### src/rtl/regfile_pkg.sv
// Shared constants and types for the multi-port register file.
// Build option: define REGFILE_BYPASS_EN for same-edge write-to-read forwarding.
package regfile_pkg;

    localparam int unsigned DW_DEF    = 32;
    localparam int unsigned DEPTH_DEF = 32;
    localparam int unsigned NR_DEF    = 2;
    localparam int unsigned NW_DEF    = 1;
    localparam int unsigned AW_DEF    = $clog2(DEPTH_DEF);

    // Hardwired-zero register index
    localparam int unsigned ZERO_REG  = 0;

    // One writeback request at the default geometry
    typedef struct packed {
        logic                en;
        logic [AW_DEF-1:0]   addr;
        logic [DW_DEF-1:0]   data;
    } regfile_wr_t;

endpackage

### src/rtl/regfile_sb.sv
// Pending-write scoreboard: one bit per register, set beats clear, r0 never pending.
// Build option: REGFILE_BYPASS_EN selects the post-update view on sb_view_c.
module regfile_sb
    import regfile_pkg::*;
#(
    parameter int unsigned DEPTH = DEPTH_DEF,
    parameter int unsigned AW    = $clog2(DEPTH)
) (
    input  logic             clk,
    input  logic             rst,
    input  logic             sb_set,
    input  logic [AW-1:0]    sb_addr,
    input  logic [DEPTH-1:0] wr_clr,
    output logic [DEPTH-1:0] sb_view_c,
    output logic             sb_any
);

    logic [DEPTH-1:0] sb_q;
    logic [DEPTH-1:0] sb_nxt;

    // Clear on accepted writes, then set so a newly issued producer wins
    always_comb begin
        sb_nxt = sb_q & ~wr_clr;
        if (sb_set && (sb_addr != AW'(ZERO_REG))) begin
            sb_nxt[sb_addr] = 1'b1;
        end
        sb_nxt[AW'(ZERO_REG)] = 1'b0;
    end

    // Scoreboard bits and the lagged any-pending flag
    always_ff @(posedge clk or negedge rst) begin
        if (!rst) begin
            sb_q   <= '0;
            sb_any <= 1'b0;
        end else begin
            sb_q   <= sb_nxt;
            sb_any <= |sb_q;
        end
    end

`ifdef REGFILE_BYPASS_EN
    assign sb_view_c = sb_nxt;
`else
    assign sb_view_c = sb_q;
`endif

endmodule

### src/rtl/regfile_mp.sv
// Multi-port register file: NW write ports (highest index wins), NR registered
// read ports, per-register pending scoreboard.
// Build option: REGFILE_BYPASS_EN forwards same-edge write data and busy state.
module regfile_mp
    import regfile_pkg::*;
#(
    parameter int unsigned DW    = DW_DEF,
    parameter int unsigned DEPTH = DEPTH_DEF,
    parameter int unsigned AW    = $clog2(DEPTH),
    parameter int unsigned NR    = NR_DEF,
    parameter int unsigned NW    = NW_DEF
) (
    input  logic             clk,
    input  logic             rst,
    input  logic [NR*AW-1:0] rd_addr,
    output logic [NR*DW-1:0] rd_data,
    output logic [NR-1:0]    rd_busy,
    input  logic [NW-1:0]    wr_en,
    input  logic [NW*AW-1:0] wr_addr,
    input  logic [NW*DW-1:0] wr_data,
    input  logic             sb_set,
    input  logic [AW-1:0]    sb_addr,
    output logic             sb_any
);

    logic [DW-1:0]    mem_q   [DEPTH];
    logic [DW-1:0]    mem_nxt [DEPTH];
    logic [DEPTH-1:0] wr_hit_c;
    logic [DEPTH-1:0] sb_view_c;
    logic [NR*DW-1:0] rd_data_nxt;
    logic [NR-1:0]    rd_busy_nxt;

    // Write arbitration: ascending port order so the highest port lands last
    always_comb begin
        for (int r = 0; r < DEPTH; r++) begin
            mem_nxt[r] = mem_q[r];
        end
        wr_hit_c = '0;
        for (int w = 0; w < NW; w++) begin
            if (wr_en[w] && (wr_addr[w*AW +: AW] != AW'(ZERO_REG))) begin
                mem_nxt[wr_addr[w*AW +: AW]]  = wr_data[w*DW +: DW];
                wr_hit_c[wr_addr[w*AW +: AW]] = 1'b1;
            end
        end
    end

    // Register storage; r0 is never written so it holds its reset zero
    always_ff @(posedge clk or negedge rst) begin
        if (!rst) begin
            for (int r = 0; r < DEPTH; r++) begin
                mem_q[r] <= '0;
            end
        end else begin
            for (int r = 0; r < DEPTH; r++) begin
                mem_q[r] <= mem_nxt[r];
            end
        end
    end

    regfile_sb #(
        .DEPTH (DEPTH),
        .AW    (AW)
    ) u_sb (
        .clk       (clk),
        .rst       (rst),
        .sb_set    (sb_set),
        .sb_addr   (sb_addr),
        .wr_clr    (wr_hit_c),
        .sb_view_c (sb_view_c),
        .sb_any    (sb_any)
    );

    // Read muxes with optional same-edge forwarding from the write ports
    always_comb begin
        rd_data_nxt = '0;
        rd_busy_nxt = '0;
        for (int i = 0; i < NR; i++) begin
            rd_data_nxt[i*DW +: DW] = mem_q[rd_addr[i*AW +: AW]];
            rd_busy_nxt[i]          = sb_view_c[rd_addr[i*AW +: AW]];
`ifdef REGFILE_BYPASS_EN
            for (int w = 0; w < NW; w++) begin
                if (wr_en[w] && (wr_addr[w*AW +: AW] != AW'(ZERO_REG)) &&
                    (wr_addr[w*AW +: AW] == rd_addr[i*AW +: AW])) begin
                    rd_data_nxt[i*DW +: DW] = wr_data[w*DW +: DW];
                end
            end
`endif
        end
    end

    // Registered read outputs
    always_ff @(posedge clk or negedge rst) begin
        if (!rst) begin
            rd_data <= '0;
            rd_busy <= '0;
        end else begin
            rd_data <= rd_data_nxt;
            rd_busy <= rd_busy_nxt;
        end
    end

endmodule

### config.mk
export PLATFORM = sky130hd
export DESIGN_NAME = regfile_mp
export DESIGN_NICKNAME = d
export VERILOG_FILES = /design/src/rtl/regfile_pkg.sv /design/src/rtl/regfile_sb.sv /design/src/rtl/regfile_mp.sv
export SDC_FILE = /design/constraint.sdc
export NUM_CORES = 2
export LEC_CHECK = 0
export CORE_UTILIZATION = 45
export CTS_CLUSTER_DIAMETER = 80
export CTS_CLUSTER_SIZE = 14
export DETAILED_ROUTE_END_ITERATION = 6
export PLACE_DENSITY = 0.6
export REMOVE_ABC_BUFFERS = 1
export SETUP_SLACK_MARGIN = 0.4
export SLEW_MARGIN = 15
export SYNTH_ARGS = -nofsm -noshare
export SYNTH_HDL_FRONTEND = slang
export SYNTH_SLANG_ARGS = --single-unit
### constraint.sdc
create_clock -name clk -period 1.7 [get_ports clk]
set_clock_uncertainty 0.15 [all_clocks]
set_input_delay 0.34 -clock clk [delete_from_list [all_inputs] [get_ports clk]]
set_output_delay 0.34 -clock clk [all_outputs]
set_load 0.02 [all_outputs]
## Word-level counts from Yosys, hierarchy flattened

Index checks and enable logic that the tools add are counted.

| storage, ports and cells | value |
|---|---|
| output and inout bits | 67 |
| bits of input ports | 56 |
| register bits | 1,122 |

| cells by class | value |
|---|---|
| $lt $le $gt $ge | 10 |
| reductions and logical operators | 8 |
| muxes and demuxes | 19 |
| bitwise gates (word level) | 6 |

Operators with widths:

| cell | number |
|---|---|
| bitwise mux 1024 bit | 1 |
| binary-select mux 32 bit (select 5 bit) | 2 |
| two-way mux 32 bit | 7 |
| demux 32 bit (select 5 bit) | 1 |
| bitwise AND 32 bit | 1 |
| inverter 32 bit | 1 |
| OR 32 bit | 1 |
| OR reduction 31 bit | 1 |
| < comparator 5 x 6 -> 1 bit (second input constant) | 4 |
| greater-or-equal comparator 6 bit (second input constant) | 3 |
| inverter 5 -> 6 bit | 3 |
| binary-select mux 1 bit (select 5 bit) | 2 |
| demux 1 bit (select 5 bit) | 2 |
| greater-or-equal comparator 5 x 1 -> 1 bit (second input constant) | 2 |
| nonzero test 5 bit | 2 |
| < comparator 6 x 1 -> 1 bit (second input constant) | 1 |
| logical AND 1 bit | 5 |
| two-way mux 1 bit | 4 |

## Logic depth before layout (Yosys ltp)

| logic depth | value |
|---|---|
| word-level depth | 9 |
| gate-level depth with buffers | 8 |

## Modules after synthesis

From an unflattened synthesis, not the netlist that was laid out.

| unflattened totals | value |
|---|---|
| cells, all modules | 5,624 |
| area total of the unflattened synthesis | 59,534.6 µm² |

Modules (own cells, without submodules):

| module | seq. area each (µm²) | area each (µm²) | instances | cells each |
|---|---|---|---|---|
| regfile_mp | 27,276.2 | 58,244.6 | 1 | 5,504 |
| regfile_sb | 800.8 | 1,290.0 | 1 | 120 |

## Least setup slack after synthesis

OpenSTA, ideal clock, no wires.

| timing path | value |
|---|---|
| kind | input -> register |
| start | in wr_addr[3] |
| end | reg mem_q[322] (netlist name) |
| setup slack | -219 ps |
| arrival | 1,645 ps |
| required time | 1,425 ps |
| cell stages on the path | 5 |
| setup time | 125 ps |
| cell sequence | buf_2 > nand3b_1 > nor2_2 > buf_6 > mux2_2 |

| between the ends | value |
|---|---|
| longest elaborated chain between the ends | 6 |
| elaborated cells between the ends (all ways) | 9 |
| those cells by class | 2 x order compare; 3 x mux; 1 x bitwise; 3 x reduce/logical |

RTL lines:

| element | line | source |
|---|---|---|
| start, declared | regfile_mp.sv:19 | `input logic [NW*AW-1:0] wr_addr,` |
| inverter 5 -> 6 bit (not written as such) | regfile_mp.sv:41 | `mem_nxt[wr_addr[w*AW +: AW]] = wr_data[w*DW +: DW];` |
| greater-or-equal comparator 6 bit (not written as such) or < comparator 6 x 1 -> 1 bit (tied branches) | regfile_mp.sv:41 |  |
| logical AND 1 bit (not written as such) | regfile_mp.sv:41 |  |
| two-way mux 32 bit (not written as such) | regfile_mp.sv:41 |  |
| demux 32 bit (select 5 bit) | regfile_mp.sv:41 |  |
| bitwise mux 1024 bit | regfile_mp.sv:41 |  |
| end signal, assigned by index | regfile_mp.sv:55 | `mem_q[r] <= mem_nxt[r];` |
| end, declared | regfile_mp.sv:26 | `logic [DW-1:0] mem_q [DEPTH];` |

Parallel ways exist; a longest one is shown, timed or not.
A chain may end at the register's enable or synchronous reset.

## Worst setup path in the final report

| timing path | value |
|---|---|
| start | reg rd_data[25] |
| end | out rd_data[25] |

RTL lines:

| element | line | source |
|---|---|---|
| start, declared | regfile_mp.sv:16 | `output logic [NR*DW-1:0] rd_data,` |
| start signal, assigned | regfile_mp.sv:97 | `rd_data <= rd_data_nxt;` |

No word-level cell between the ends.

==> metrics.yaml <==
grt_pass1_wl_um: 283000
synth_area_um2: 56400
htreeDepth: 3
ys_warn_count: 0
layout_setup_ws_ns: -0.115
synth-seq-cells: 1122
worstMarginPinSlew_ns: 0.564
critPathMaxStageDelay_ns: 0.47
ant_nets: 0
power_leakage_nw: 31.3
ios: 123
design.core.area_um2: 124000
die_width_um: 356
gp_congestion: 0.883
numPortBuffers: 122
relSlewSlack_pct: 62.4
holdBufCountCts: 1
path_delay_family: "flip-flops"
whs_ns: -0.0238
vias: 37700
netlist_instances: 3552
overflow: 0
vias_per_cell: 6.63
crit_path_end_kind: "primary output"
die_h_um: 356
clkSinkCount: 1122
rsz0062_at_grt: "true"
outcome: "finished with violations"
critPathSlowestCell: "dfrtp_2"
worstSetupStartpointType: "flip-flop"
hold_violations: 13
synth_cell_types: 46
critPathKind: "flip-flop to primary output"
cts_made_buffers: 92
drtIter0Drc: 3609
grt_pass1_vias: 40000
nFillCells: 9165
wl_um: 200000
hpwl_um: 122000
final_nets: 4083
yosysSeqAreaShare_pct: 49.8
path_clk_slew_ns: 0.06
cts-root-buf: "clkbuf_16"
cp_data_arrival_time_ns: 1.33
cp.required_ns: 1.21
drcViolationCount: 8
crit_buf_inv: 1
grt_use_total_pct: 30.8
synthFlopType: "dfrtp_1"
final_max_slew_viol_count: 0
syn_to_final_growth_pct: 29.5
min_path_type: "input port to asynchronous set/reset pin"
path_max_fanout: 1
cellPowerDensity_nw_per_um2: 1030
drive_above_1_share_pct: 66.7
rows: 129
async_flop_share_pct: 100
period_share_pct: 107
utilization_pct: 58.9
grt_max_degree: 87
cts_buffer_depth: 3
wl_per_cell_um: 35.3
vdd_drop_max_mv: 0.857
antenna_cells: 0
final_common_cell: "dfrtp_1"
die-area_um2: 127000
start_util_pct: 45.5
crit_chain: "buf_6"
antenna_found_initial: 2
final_cell_mix: "dfrtp_1 (1114), mux2_2 (778), mux4_2 (521)"
avgSynthCellArea_um2: 15.9
fmax_ghz: 0.551
clock_latency_ns: 0.70
cts_tree: "yes"
violations: "design-rule violations, negative hold slack, negative setup slack"
synth-edff-count: 0
finalSetupViolCount: 33
cap_violations: 0
post-place-ws_ns: -1.22
min_period_ns: 1.82
dr.pass1.iters: 7
synth_stat cells (7+ instances only):
| master | number | area share [%] |
|---|---|---|
| dfrtp_1 | 1122 | 50 |
| nand2_1 | 31 | 0.21 |
| o21ai_0 | 25 | 0.22 |
| nor2_2 | 8 | 0.089 |
| nor4_1 | 71 | 0.79 |
| nand3b_1 | 9 | 0.12 |
| inv_1 | 7 | 0.047 |
| mux4_2 | 521 | 21 |
| mux2_1 | 18 | 0.36 |
| a32o_1 | 7 | 0.12 |
| a22o_1 | 7 | 0.11 |
| clkbuf_1 | 193 | 1.3 |
| buf_2 | 115 | 1.0 |
| buf_6 | 31 | 0.62 |
| o22ai_1 | 261 | 2.9 |
| nor2_1 | 12 | 0.080 |
| buf_4 | 67 | 0.89 |
| mux2_2 | 981 | 20 |
through the flow:
stage	TNS (ns)	std cells	hold WS, ns	cell area, um2	total power [mW]
after floorplan	-449.87	3146	-0.106	54200	44.6
after global placement	-791.44	5406	0.0899	64000	50.7
after detailed placement	-799.41	5406	0.0916	64000	51.9
after CTS	-3.68	5602	-0.0534	69900	73.5
after global routing	-2.96	5680	-0.0195	73000	77.9
final	-1.61	5680	-0.0238	73000	75.0
final cells by class:
class | count | area [um2] | share of cell area [%]
Clock inverter | 12 | 156 | 0.214
Sequential cell | 1122 | 28100 | 38.5
Tap cell | 1637 | 2050 | 2.81
Clock buffer | 98 | 2390 | 3.27
Multi-Input combinational cell | 2017 | 29700 | 40.8
Timing Repair Buffer | 787 | 10500 | 14.4
Inverter | 7 | 26.3 | 0.0360
power breakdown:
group          internal [mW]  switching (mW)  total, mW
combinational           11.6            7.25       18.9
sequential              31.8            4.18       35.9
clock                   10.2            9.93       20.2
per-layer routing:
metal | vias up | share of wire [%] | GRT usage [%]
li1 | 14900 | - | -
met1 | 20600 | 40 | 42.0
met2 | 1789 | 47 | 48.0
met3 | 413 | 8.8 | 6.50
met4 | 0 | 4.7 | 12.8
met5 | - | 0 | 0
what timing repair did:
| item | CTS | global route |
|---|---|---|
| cloned | 26 | 21 |
| endpoints found under the setup margin | 1151 | 936 |
| hold endpoints to repair | 826 | 13 |
| setup buffers | 59 | 57 |
| resized for setup | 784 | 415 |
| pin swaps | 66 | 75 |
flip-flops by register name, summed over array words and instances, names as in the netlist:
signal and count:
rd_data 64, u_sb.sb_view_c 31, mem_q 1024, rd_busy 2, u_sb.sb_any 1
kinds of logic (layout without fill, tap and decap cells):
kind of cell	count (synthesis)	count (layout)	share of synthesized area [%]
mux	1523	1523	40.8
simple gates	183	183	1.98
buf+inv	413	904	3.86
flops	1122	1122	49.8
compound gates	311	311	3.52
worst paths after layout:
path	from	end	slack, ns	cells after the start
max reg2reg	mem_q[53]	rd_data[53]	-0.03	5
min	rst	mem_q[952]	-0.02	2
max in group asynchronous	rst	mem_q[20]	0.54	3
max	rd_data[25]	rd_data[25]	-0.12	1
min in group clk	wr_addr[3]	u_sb.sb_view_c[29]	0.11	6
min reg2reg	mem_q[1015]	mem_q[1015]	0.25	0
Power figures use the tool's default switching activity.
